### src/rtl/vx_ti_hit_collector_if.sv
// Closest-hit collector bus: start request, intersect results, response beat.
// slave = collector side, master = traversal/testbench side.
interface vx_ti_hit_collector_if #(
  parameter int TAG_WIDTH = 8,
  parameter int CNT_WIDTH = 16
);
  logic                 start_valid;
  logic                 start_ready;
  logic [TAG_WIDTH-1:0] start_tag;
  logic [31:0]          start_tmax;
  logic                 res_valid;
  logic                 res_ready;
  logic                 res_is_tri;
  logic                 res_hit;
  logic [31:0]          res_t;
  logic [31:0]          res_u;
  logic [31:0]          res_v;
  logic [31:0]          res_tri_idx;
  logic                 done;
  logic                 rsp_valid;
  logic                 rsp_ready;
  logic [TAG_WIDTH-1:0] rsp_tag;
  logic                 rsp_hit;
  logic [31:0]          rsp_t;
  logic [31:0]          rsp_u;
  logic [31:0]          rsp_v;
  logic [31:0]          rsp_tri_idx;
  logic [CNT_WIDTH-1:0] rsp_tests;
  logic [CNT_WIDTH-1:0] rsp_hits;

  modport slave (
    input  start_valid, start_tag, start_tmax,
    input  res_valid, res_is_tri, res_hit,
    input  res_t, res_u, res_v, res_tri_idx,
    input  done, rsp_ready,
    output start_ready, res_ready, rsp_valid,
    output rsp_tag, rsp_hit, rsp_t, rsp_u, rsp_v,
    output rsp_tri_idx, rsp_tests, rsp_hits
  );

  modport master (
    output start_valid, start_tag, start_tmax,
    output res_valid, res_is_tri, res_hit,
    output res_t, res_u, res_v, res_tri_idx,
    output done, rsp_ready,
    input  start_ready, res_ready, rsp_valid,
    input  rsp_tag, rsp_hit, rsp_t, rsp_u, rsp_v,
    input  rsp_tri_idx, rsp_tests, rsp_hits
  );
endinterface

### src/rtl/vx_ti_hit_collector.sv
// Per-ray closest-hit reducer: keeps nearest valid hit, counts tests/hits.
// Ports: clk, reset (async active-low), bus (start/res/done in, rsp out).
module vx_ti_hit_collector #(
  parameter int          TAG_WIDTH = 8,
  parameter int          CNT_WIDTH = 16,
  parameter logic [31:0] T_MIN     = 32'h3727C5AC
) (
  input logic clk,
  input logic reset,
  vx_ti_hit_collector_if.slave bus
);

  typedef enum logic [1:0] {
    IDLE,
    ACCUM,
    RESP
  } state_t;

  localparam logic [CNT_WIDTH-1:0] CNT_ONE = 1;

  state_t state;

  logic t_pos;
  logic t_nan;
  logic best_ok;
  logic accept;
  logic beat;

  // Non-negative fp32 order equals unsigned integer order.
  // A negative or NaN best distance blocks every hit.
  assign t_pos   = ~bus.res_t[31];
  assign t_nan   = (bus.res_t[30:23] == 8'hFF) &
                   (bus.res_t[22:0] != '0);
  assign best_ok = ~bus.rsp_t[31] &
                   ~((bus.rsp_t[30:23] == 8'hFF) &
                     (bus.rsp_t[22:0] != '0));
  assign beat    = bus.res_valid & bus.res_is_tri;
  assign accept  = beat & bus.res_hit & t_pos &
                   ~t_nan & best_ok &
                   (bus.res_t > T_MIN) &
                   (bus.res_t < bus.rsp_t);

  always_ff @(posedge clk or negedge reset) begin
    if (!reset) begin
      state           <= IDLE;
      bus.start_ready <= 1'b1;
      bus.res_ready   <= 1'b0;
      bus.rsp_valid   <= 1'b0;
      bus.rsp_tag     <= '0;
      bus.rsp_hit     <= 1'b0;
      bus.rsp_t       <= '0;
      bus.rsp_u       <= '0;
      bus.rsp_v       <= '0;
      bus.rsp_tri_idx <= 32'hFFFF_FFFF;
      bus.rsp_tests   <= '0;
      bus.rsp_hits    <= '0;
    end else begin
      unique case (state)
        IDLE: begin
          if (bus.start_valid) begin
            state           <= ACCUM;
            bus.start_ready <= 1'b0;
            bus.res_ready   <= 1'b1;
            bus.rsp_tag     <= bus.start_tag;
            bus.rsp_hit     <= 1'b0;
            bus.rsp_t       <= bus.start_tmax;
            bus.rsp_u       <= '0;
            bus.rsp_v       <= '0;
            bus.rsp_tri_idx <= 32'hFFFF_FFFF;
            bus.rsp_tests   <= '0;
            bus.rsp_hits    <= '0;
          end
        end
        ACCUM: begin
          if (beat && !(&bus.rsp_tests))
            bus.rsp_tests <= bus.rsp_tests + CNT_ONE;
          if (accept) begin
            bus.rsp_hit     <= 1'b1;
            bus.rsp_t       <= bus.res_t;
            bus.rsp_u       <= bus.res_u;
            bus.rsp_v       <= bus.res_v;
            bus.rsp_tri_idx <= bus.res_tri_idx;
            if (!(&bus.rsp_hits))
              bus.rsp_hits <= bus.rsp_hits + CNT_ONE;
          end
          if (bus.done) begin
            state         <= RESP;
            bus.res_ready <= 1'b0;
            bus.rsp_valid <= 1'b1;
          end
        end
        RESP: begin
          if (bus.rsp_ready) begin
            state           <= IDLE;
            bus.rsp_valid   <= 1'b0;
            bus.start_ready <= 1'b1;
          end
        end
        default: begin
          state           <= IDLE;
          bus.start_ready <= 1'b1;
          bus.res_ready   <= 1'b0;
          bus.rsp_valid   <= 1'b0;
        end
      endcase
    end
  end

endmodule

### src/flat_wrapper.sv
// flat-port wrapper written by rule: the top's interface ports become plain ports
module vx_ti_hit_collector_flat 
#(
  parameter int          TAG_WIDTH = 8,
  parameter int          CNT_WIDTH = 16,
  parameter logic [31:0] T_MIN     = 32'h3727C5AC
)
  (clk, reset, bus_start_valid, bus_start_tag, bus_start_tmax, bus_res_valid, bus_res_is_tri, bus_res_hit, bus_res_t, bus_res_u, bus_res_v, bus_res_tri_idx, bus_done, bus_rsp_ready, bus_start_ready, bus_res_ready, bus_rsp_valid, bus_rsp_tag, bus_rsp_hit, bus_rsp_t, bus_rsp_u, bus_rsp_v, bus_rsp_tri_idx, bus_rsp_tests, bus_rsp_hits);
  vx_ti_hit_collector_if #(.TAG_WIDTH(TAG_WIDTH), .CNT_WIDTH(CNT_WIDTH)) bus_i ();
  input logic clk;
  input logic reset;
  input wire logic [$bits(bus_i.start_valid)-1:0] bus_start_valid;
  input wire logic [$bits(bus_i.start_tag)-1:0] bus_start_tag;
  input wire logic [$bits(bus_i.start_tmax)-1:0] bus_start_tmax;
  input wire logic [$bits(bus_i.res_valid)-1:0] bus_res_valid;
  input wire logic [$bits(bus_i.res_is_tri)-1:0] bus_res_is_tri;
  input wire logic [$bits(bus_i.res_hit)-1:0] bus_res_hit;
  input wire logic [$bits(bus_i.res_t)-1:0] bus_res_t;
  input wire logic [$bits(bus_i.res_u)-1:0] bus_res_u;
  input wire logic [$bits(bus_i.res_v)-1:0] bus_res_v;
  input wire logic [$bits(bus_i.res_tri_idx)-1:0] bus_res_tri_idx;
  input wire logic [$bits(bus_i.done)-1:0] bus_done;
  input wire logic [$bits(bus_i.rsp_ready)-1:0] bus_rsp_ready;
  output wire logic [$bits(bus_i.start_ready)-1:0] bus_start_ready;
  output wire logic [$bits(bus_i.res_ready)-1:0] bus_res_ready;
  output wire logic [$bits(bus_i.rsp_valid)-1:0] bus_rsp_valid;
  output wire logic [$bits(bus_i.rsp_tag)-1:0] bus_rsp_tag;
  output wire logic [$bits(bus_i.rsp_hit)-1:0] bus_rsp_hit;
  output wire logic [$bits(bus_i.rsp_t)-1:0] bus_rsp_t;
  output wire logic [$bits(bus_i.rsp_u)-1:0] bus_rsp_u;
  output wire logic [$bits(bus_i.rsp_v)-1:0] bus_rsp_v;
  output wire logic [$bits(bus_i.rsp_tri_idx)-1:0] bus_rsp_tri_idx;
  output wire logic [$bits(bus_i.rsp_tests)-1:0] bus_rsp_tests;
  output wire logic [$bits(bus_i.rsp_hits)-1:0] bus_rsp_hits;
  assign bus_i.start_valid = bus_start_valid;
  assign bus_i.start_tag = bus_start_tag;
  assign bus_i.start_tmax = bus_start_tmax;
  assign bus_i.res_valid = bus_res_valid;
  assign bus_i.res_is_tri = bus_res_is_tri;
  assign bus_i.res_hit = bus_res_hit;
  assign bus_i.res_t = bus_res_t;
  assign bus_i.res_u = bus_res_u;
  assign bus_i.res_v = bus_res_v;
  assign bus_i.res_tri_idx = bus_res_tri_idx;
  assign bus_i.done = bus_done;
  assign bus_i.rsp_ready = bus_rsp_ready;
  assign bus_start_ready = bus_i.start_ready;
  assign bus_res_ready = bus_i.res_ready;
  assign bus_rsp_valid = bus_i.rsp_valid;
  assign bus_rsp_tag = bus_i.rsp_tag;
  assign bus_rsp_hit = bus_i.rsp_hit;
  assign bus_rsp_t = bus_i.rsp_t;
  assign bus_rsp_u = bus_i.rsp_u;
  assign bus_rsp_v = bus_i.rsp_v;
  assign bus_rsp_tri_idx = bus_i.rsp_tri_idx;
  assign bus_rsp_tests = bus_i.rsp_tests;
  assign bus_rsp_hits = bus_i.rsp_hits;
  vx_ti_hit_collector #(.TAG_WIDTH(TAG_WIDTH), .CNT_WIDTH(CNT_WIDTH), .T_MIN(T_MIN)) u_core (.clk(clk), .reset(reset), .bus(bus_i));
endmodule
### config.mk
export PLATFORM = sky130hd
export DESIGN_NAME = vx_ti_hit_collector_flat
export DESIGN_NICKNAME = d
export VERILOG_FILES = /design/src/rtl/vx_ti_hit_collector_if.sv /design/src/rtl/vx_ti_hit_collector.sv /design/src/flat_wrapper.sv
export SDC_FILE = /design/constraint.sdc
export NUM_CORES = 1
export LEC_CHECK = 0
export BUFFER_PORTS_ARGS = -buffer_cell sky130_fd_sc_hd__buf_2
export CORE_MARGIN = 2
export CORE_UTILIZATION = 45
export DETAILED_ROUTE_END_ITERATION = 10
export PLACE_DENSITY = 0.89
export SYNTH_ARGS = -nofsm -noshare
export SYNTH_HDL_FRONTEND = slang
export SYNTH_SLANG_ARGS = --single-unit
export TNS_END_PERCENT = 30
### constraint.sdc
create_clock -name clk -period 2.48 [get_ports clk]
set_input_delay 0.248 -clock clk [delete_from_list [all_inputs] [get_ports clk]]
set_output_delay 0.248 -clock clk [all_outputs]
set_load 0.02 [all_outputs]
### Word level (Yosys, flattened, before mapping)

Cells that the tools add are included.

* register bits after elaboration: 174
* input port bits: 176
* output and inout bits: 172
* logic and storage cells: 91

* $add $sub $neg: 2
* order comparisons: 2
* equality and inequality tests: 10
* muxes and demuxes: 32
* bitwise gates (word level): 17
* reduce and logical (&&, ||, !) cells: 16

Operator list (number)
* one-hot mux 32 bit (2 select lines): 4
* 2-to-1 mux 32 bit: 7
* 2-to-1 mux 16 bit: 4
* one-hot mux 16 bit (2 select lines): 2
* nonzero test 23 bit: 2
* adder 16 x 1 -> 16 bit, second input constant: 2
* > comparator 32 x 30 -> 1 bit, second input constant: 1
* < comparator 32 bit: 1
* AND reduction 16 bit: 2
* AND reduction 3 bit: 6
* equality test 8 bit, second input constant: 2
* AND 1 bit: 10
* one-hot mux 1 bit (3 select lines): 3
* inequality test 2 bit, second input constant: 4
* 2-to-1 mux 1 bit: 7
* NOT 1 bit: 7
* 2-to-1 mux 2 bit: 3
* one-hot mux 2 bit (3 select lines): 1
* inequality test 2 x 1 -> 1 bit, second input constant: 2
* AND reduction 4 bit: 1
* equality test 2 x 1 -> 1 bit, second input constant: 1
* equality test 2 bit, second input constant: 1
* zero test 2 bit: 1
* one-hot mux 1 bit (2 select lines): 1
* other kinds (4): 4

### Depth between registers and ports, before layout

Gate-level depths: netlist of run 1.

* depth after elaboration: 9
* depth in mapped cells: 12
* gate-level depth less buffers: 9

### Least setup slack after synthesis of run 1

OpenSTA, ideal clock, no wires.

* kind: flip-flop to flip-flop
* from: register u_core.bus.rsp_t[23]
* to: register u_core.bus.rsp_tri_idx[28]
* library setup time: 82 ps
* data arrival time: 2615 ps
* required time: 2398 ps
* slack: -217 ps
* cell stages (with the launch flop): 12
* path buffers: 2
* clock period less this slack: 2697 ps
* cell sequence: dfrtp_1 -> inv_1 -> ha_1 -> a21oi_1 -> o21ai_0 -> a221oi_1 -> a2bb2oi_2 -> nor3b_1 -> clkbuf_1 -> buf_2 -> nand3b_1 -> o31a_1

* word-level cells in the longest chain between the ends: 9
* elaborated cells on any way between the ends: 10
* classes of those cells: 1 x order compare; 2 x eq/ne; 6 x bitwise; 1 x reduce/logical

RTL lines
* start: declaration: RTL line vx_ti_hit_collector_if.sv:37 `output rsp_tag, rsp_hit, rsp_t, rsp_u, rsp_v,`
* start signal: assignment: RTL line vx_ti_hit_collector.sv:66 `bus.rsp_t <= bus.start_tmax;`
* start signal: assignment: RTL line vx_ti_hit_collector.sv:79 `bus.rsp_t <= bus.res_t;`
* parallel branches: the longest is 6 deep, another holds < comparator 32 bit
* AND 1 bit (*): RTL line vx_ti_hit_collector.sv:40 `(bus.res_t > T_MIN) &`
* inequality test 2 x 1 -> 1 bit (no line) (*)
* AND reduction 3 bit (no line) (*)
* end signal: assignment: RTL line vx_ti_hit_collector.sv:82 `bus.rsp_tri_idx <= bus.res_tri_idx;`
* end: declaration: RTL line vx_ti_hit_collector_if.sv:38 `output rsp_tri_idx, rsp_tests, rsp_hits`

Every way passes the cells marked *.
A chain may end at the register's enable or synchronous reset.

### Worst setup path in the final report of run 1

* from: register u_core.bus.rsp_t[31]
* to: register u_core.bus.rsp_t[22]

* word-level cells in the longest chain between the ends: 7
* elaborated cells on any way between the ends: 8
* classes of those cells: 1 x order compare; 1 x eq/ne; 5 x bitwise; 1 x reduce/logical

RTL lines (RTL line)
* parallel branches: the longest is 4 deep, another holds < comparator 32 bit
* AND 1 bit (*): vx_ti_hit_collector.sv:40
* inequality test 2 x 1 -> 1 bit (no line) (*)
* AND reduction 3 bit (no line) (*)

Marked as above.

==> results.yml, run 1 <==
drt:
  num_vias: 9257
  ant_nets: 0
  viasPerCell: 5.78
  wirelength_um: 30600
  wl_per_cell_um: 19.1
  drt_iter0_drc: 657
  drc_errors: 0
  dr.pass1.iters: 5
clock_network:
  insertion_delay_ps: 430
  cts-root-buf: "clkbuf_16"
  clockBufferDepth: 2
  clk_pin_slew_ps: 80
  cts_made_buffers: 17
  htreeDepth: 4
  clkSinkCount: 174
  cts_tree: "done"
grt:
  grt_pass1_wl_um: 46200
  antenna_found_initial: 0
  gr-usage-all-layers: 0.267
  grt_busiest_layer: "met2"
  grt_util_met3: 0.0649
  grt_max_degree: 67
  grt_pass1_vias: 9028
  grt_overflow: 0
  grt_util_met1: 0.324
  met2_usage: 0.465
die:
  die_w_um: 146
  pin_count: 348
  dieArea_um2: 21300
  core_um2: 19600
  initial_core_util: 0.462
  fp.dieH_um: 146
  num_rows: 51
setup_path:
  max_stage_delay_ps: 370
  reg2regPathDepth: 11
  end_kind: "flip-flop"
  worstReg2RegStart: "u_core.bus.rsp_t[31]"
  crit_fanout: 6
  start_kind: "flip-flop"
  worstSetupPathType: "reg -> reg"
  crit_chain: "inv_2 -> ha_4 -> nor4b_4 -> nand4_1 -> a211oi_2 -> nand4_1 -> or2_4 -> o31ai_4 -> buf_6 -> buf_12 -> mux2i_2"
  crit_top_cell: "nand4_1"
  cp_slowest_cell: "dfrtp_2"
  crit_path_end: "u_core.bus.rsp_t[22]"
  rrSetupSlack_ps: -310
  crit_start: "u_core.bus.rsp_t[31]"
  arrival_ps: 3120
  r2r-end: "u_core.bus.rsp_t[22]"
  cp.required_ps: 2810
logic_synthesis:
  syn-instance-count: 932
  synth_edf_count: 0
  async_reset_ff_frac: 1.00
  synthDistinctLibCells: 62
  avgSynthCellArea_um2: 9.71
  yosysWarnings: 0
  synth-seq-cells: 174
  netlist_area_um2: 9050
  syn-num-nets: 1141
  ys.flop_type: "dfrtp_1"
  ys_seq_area_frac: 0.486
final_layout:
  finish.utilization: 0.656
  layout_commonest_cell: "buf_2"
  num_antenna_cells: 0
  fin_nets: 1532
  fillers: 1521
  syn2layout_area_growth_pct: 42.0
  mostFrequentLayoutCells: "buf_2 (346), dfrtp_1 (139), nand2_1 (119)"
  drive_above_1_share: 0.412
timing:
  fmax_mhz: 359
  setup_tns_ps: -25450
  period_minus_slack_ps: 2790
  fin_ws_ps: -307
  slew_headroom: 0.516
  rsz0062_at_grt: "yes"
  drv_slew: 0
  finalHoldViolCount: 0
  finalSetupViolCount: 145
  skew_ps: 13.8
  period_share: 1.12
  worst_slew_pin_slew_ps: 726
  fin_hold_ws_ps: 20.0
pwr:
  total_power_uw: 11500
  cellPowerDensity_nw_per_um2: 894
  max-vdd-ir-drop_mv: 0.619
  power.static_leakage_uw: 0.00613
placement:
  dp_hpwl_um: 20500
  port_buffers: 347
  place_congestion: 0.951
status:
  violations: "negative setup slack"
  status: "finished with violations"
min_path:
  hold_class: "in -> reg"
flow_run:
  maxCapViolations: 0
## repair_timing
action                                  CTS  global route
cloned                                    3             5
endpoints found under the setup margin  145           147
pin swaps                                10            12
setup buffers                             7             8
hold buffers                              1             0
endpoints found under the hold margin    25             0
resized for setup                        80            47
## synth_stat cells (all sizes together) (3+ instances only)
master	count	share of area
a211oi	8	0.0066
a21oi	16	0.0089
a311oi	3	0.0029
a31o	6	0.0058
a31oi	4	0.0028
and3	5	0.0035
and4	3	0.0029
buf	19	0.014
clkbuf	43	0.018
dfrtp	141	0.39
dfstp	33	0.096
ha	33	0.046
inv	42	0.017
mux2i	63	0.070
nand2	121	0.050
nand3	87	0.048
nand3b	34	0.028
nand4	26	0.018
nor2	33	0.014
nor3	15	0.0095
nor4	15	0.010
o211ai	7	0.0058
o21ai	81	0.045
o31a	32	0.031
o31ai	5	0.0057
or2	4	0.0028
or3	5	0.0035
xnor2	5	0.0048
xor2	8	0.0077
## area by class of cell
cell class	instances	area [um2]	share of cell area
multi-input combinational	654	4530	0.352
sequential	174	4400	0.342
timing repair buffer	434	2770	0.215
clock buffer	19	443	0.0345
tap	265	332	0.0258
clock inverter	13	228	0.0177
inverter	42	158	0.0123
## flip-flops by register name, summed over array words and instances (netlist names)
name / count
u_core.bus.rsp_tag: 8
u_core.bus.rsp_tests: 16
u_core.bus.rsp_u: 32
u_core.bus.res_ready: 1
u_core.state: 2
u_core.bus.rsp_hits: 16
u_core.bus.rsp_t: 32
u_core.bus.rsp_tri_idx: 32
u_core.bus.rsp_hit: 1
u_core.bus.rsp_v: 32
u_core.bus.start_ready: 1
u_core.bus.rsp_valid: 1
## worst max-delay path, delay by kind of cell (launching register included)
family                   cells  cell delay, ps
AND/OR/NAND/NOR              4             940
AO/OA/AOI/OAI                2             610
flip-flops                   1             370
buffers and inverters        3             360
multiplexers                 1             260
adder cells (fa/ha/maj)      1             150
## metrics by stage
step                setup WS [ps]  area [um2]  instances
floorplan                    -142        9060        932
global placement             -234       11500       1546
detailed placement           -342       11500       1546
CTS                         -55.0       12400       1588
global route                 -320       12900       1601
finish                       -307       12900       1601
## worst min-delay path by stage
| stage | startpoint | cells after the start | slack [ps] | to |
|---|---|---|---|---|
| after floorplan | reset | 0 | -50 | u_core.bus.res_ready |
| after global placement | reset | 1 | 260 | u_core.bus.rsp_t[4] |
| after detailed placement | reset | 1 | 270 | u_core.bus.rsp_t[3] |
| after CTS | bus_start_tag[7] | 3 | 10 | u_core.bus.rsp_tag[7] |
| after global routing | bus_start_tag[5] | 3 | 20 | u_core.bus.rsp_tag[5] |
| final | bus_start_tag[7] | 3 | 20 | u_core.bus.rsp_tag[7] |
## where the power goes
part           leakage [uW]  total [uW]  switching (uW)  internal [uW]
logic               0.00359        4630            2810           1810
clock network      0.000325        3050            1200           1840
registers           0.00221        3820             439           3380
## per-layer routing
layer / routed length (um) / share of wire / up-vias
li1: - / - / 4174
met5: 0 / 0 / -
met4: 767 / 0.025 / 0
met1: 11600 / 0.38 / 4457
met2: 15400 / 0.50 / 537
met3: 2820 / 0.092 / 89
## cells by family after synthesis
group / share of synthesized area
buf+inv: 0.0490
simple gates: 0.201
compound gates: 0.136
fa+ha+maj: 0.0456
xor+xnor: 0.0126
mux: 0.0697
flops: 0.486
No activity file was read; power rests on OpenSTA's default activity.
==> run 2, diff against run 1 <==
Settings changed: BUFFER_PORTS_ARGS -buffer_cell sky130_fd_sc_hd__buf_2 to not set, CORE_AREA set to 2 2 136 138, CORE_MARGIN 2 to not set, CORE_UTILIZATION 45 to not set, DIE_AREA set to 0 0 138 140, DONT_BUFFER_PORTS set to 1, PLACE_DENSITY 0.89 to 0.8.
==> run 2 against run 1 <==
  * The run ends with negative hold slack, negative setup slack left
  * Clock skew decreased by 1.3 ps
  * Sequential share of layout area increased by 1.7 points
  * Cell count decreased by 16%
  * Wire length increased by 1.2%
  * Setup slack improved by 140 ps
  * Die area decreased by 9.1%
  * Maximum frequency increased by 5.4%
  * Critical path type unchanged
  * Largest cell class unchanged
  * Highest routed layer unchanged
==> results.yml, run 2 (synthesis gave the netlist of run 1 again) <==
flow_run:
  maxCapViolations: 0
drt:
  wirelength_um: 31000
  dr.pass1.iters: 5
  wl_per_cell_um: 23.1
  viasPerCell: 6.36
  num_vias: 8516
  drt_iter0_drc: 618
  drc_errors: 0
  ant_nets: 0
die:
  die_w_um: 138
  fp.dieH_um: 140
  core_um2: 17800
  pin_count: 348
  initial_core_util: 0.509
  num_rows: 49
  dieArea_um2: 19300
timing:
  drv_slew: 0
  finalHoldViolCount: 174
  finalSetupViolCount: 138
  skew_ps: 12.5
  slew_headroom: 0.476
  fmax_mhz: 378
  fin_ws_ps: -164
  rsz0062_at_grt: "yes"
  period_minus_slack_ps: 2640
  period_share: 1.07
  worst_slew_pin_slew_ps: 786
  fin_hold_ws_ps: -458
status:
  violations: "negative hold slack, negative setup slack"
  status: "finished with violations"
setup_path:
  crit_fanout: 12
  end_kind: "flip-flop"
  crit_chain: "inv_2 -> ha_4 -> nor4b_4 -> nand4_1 -> a211oi_2 -> nand4_1 -> or2_4 -> buf_6 -> nor3_4 -> buf_8 -> buf_12 -> buf_16 -> o21ai_1"
  start_kind: "flip-flop"
  max_stage_delay_ps: 380
  worstSetupPathType: "reg -> reg"
  cp_slowest_cell: "dfrtp_2"
  cp_top_family: "simple AND/OR/NAND/NOR gates"
  cp.required_ps: 2780
  arrival_ps: 2950
  crit_buf_inv: 5
  crit_top_cell: "nand4_1"
grt:
  grt_pass1_wl_um: 46000
  grt_overflow: 0
  antenna_found_initial: 1
  grt_pass1_vias: 8621
  grt_max_degree: 175
  gr-usage-all-layers: 0.294
clock_network:
  htreeDepth: 4
  clockBufferDepth: 2
  clk_pin_slew_ps: 80
  insertion_delay_ps: 430
  ctsHoldBuffers: 74
  clkSinkCount: 174
  cts_tree: "done"
  cts_made_buffers: 17
  cts-root-buf: "clkbuf_16"
pwr:
  power.static_leakage_uw: 0.00520
  max-vdd-ir-drop_mv: 0.689
  cellPowerDensity_nw_per_um2: 892
placement:
  port_buffers: 0
  place_congestion: 0.921
  dp_hpwl_um: 18500
  placedCellCount: 1198
  placed_cell_area_um2: 9960
final_layout:
  layout_commonest_cell: "dfrtp_1"
  fin_cells: 1338
  design_area_um2: 12200
  syn2layout_area_growth_pct: 35.2
  mostFrequentLayoutCells: "dfrtp_1 (139), nand2_1 (119), buf_4 (89)"
  drive_above_1_share: 0.243
  fin_nets: 1304
min_path:
  hold_class: "in -> async"
run 2: cell count changes in the layout (fill, tap and decap cells not counted), sizes merged:
| cell | delta |
|---|---|
| buf | -304 |
| dlygate4sd3 | +73 |
| inv | +5 |
| bufinv | -4 |
| clkbuf | +1 |
| clkinvlp | +1 |
| diode | +1 |
run 2: per-layer routing:
metal  vias up  global-route usage  wire length (um)  part of all wire
met5         -                   0                 0                 0
met4         0               0.113              1120             0.036
met3       107              0.0834              2740             0.088
met2       540               0.499             15500              0.50
met1      4162               0.356             11600              0.38
li1       3707                   -                 -                 -
run 2: area by class of cell:
type | instances | area [um2]
well taps | 229 | 287
flip-flops and latches | 174 | 4400
clock inverters | 15 | 170
clock buffers | 17 | 425
fillers | 1233 | 5550
diodes | 1 | 2.50
repair buffers | 206 | 2230
multi-input cells | 654 | 4570
inverters | 42 | 158
run 2: path summary, 6_finish.rpt:
path	end	startpoint	slack (ps)	cells past startpoint
worst max-delay path	u_core.bus.rsp_u[18]	u_core.bus.rsp_t[31]	-160	13
worst min-delay path	u_core.bus.rsp_t[12]	reset	-460	0
worst max register to register	u_core.bus.rsp_u[18]	u_core.bus.rsp_t[31]	-160	13
worst min register to register	u_core.bus.rsp_t[24]	u_core.bus.rsp_t[24]	560	2
max in group asynchronous	u_core.bus.start_ready	reset	2620	0
min in group clk	u_core.bus.rsp_t[5]	bus_start_tmax[5]	40	2
run 2: power breakdown:
part	total, uW	internal, uW	switching (uW)
Clock	2720	1440	1270
Combinational	4200	1780	2420
Sequential	4000	3380	619
run 2: per-stage QoR:
stage / utilization / hold slack (ps) / TNS (ps) / total power, uW / setup WS [ps]
5_1_grt: 0.688 / -507 / -27760 / 11400 / -275
6_report: 0.688 / -458 / -12800 / 10900 / -164
4_1_cts: 0.662 / -495 / -12320 / 10700 / -128
2_1_floorplan: - / -47.6 / -15820 / 6330 / -142
3_3_place_gp: 0.560 / -39.4 / -30980 / 7510 / -269
3_5_place_dp: 0.560 / -38.4 / -34830 / 7660 / -347
run 2: worst register-to-register path, delay by kind of cell, from the launching register on:
family	cells	cell delay, ps
simple gates	5	990
compound gates	2	390
flops	1	380
fa+ha+maj	1	160
buf+inv	5	620
run 2: timing repair:
item,4_1_cts,5_1_grt
setup endpoints to repair,145,150
pin swaps,18,22
setup buffers,11,11
resized for setup,79,81
cloned,7,9
hold endpoints to repair,249,174
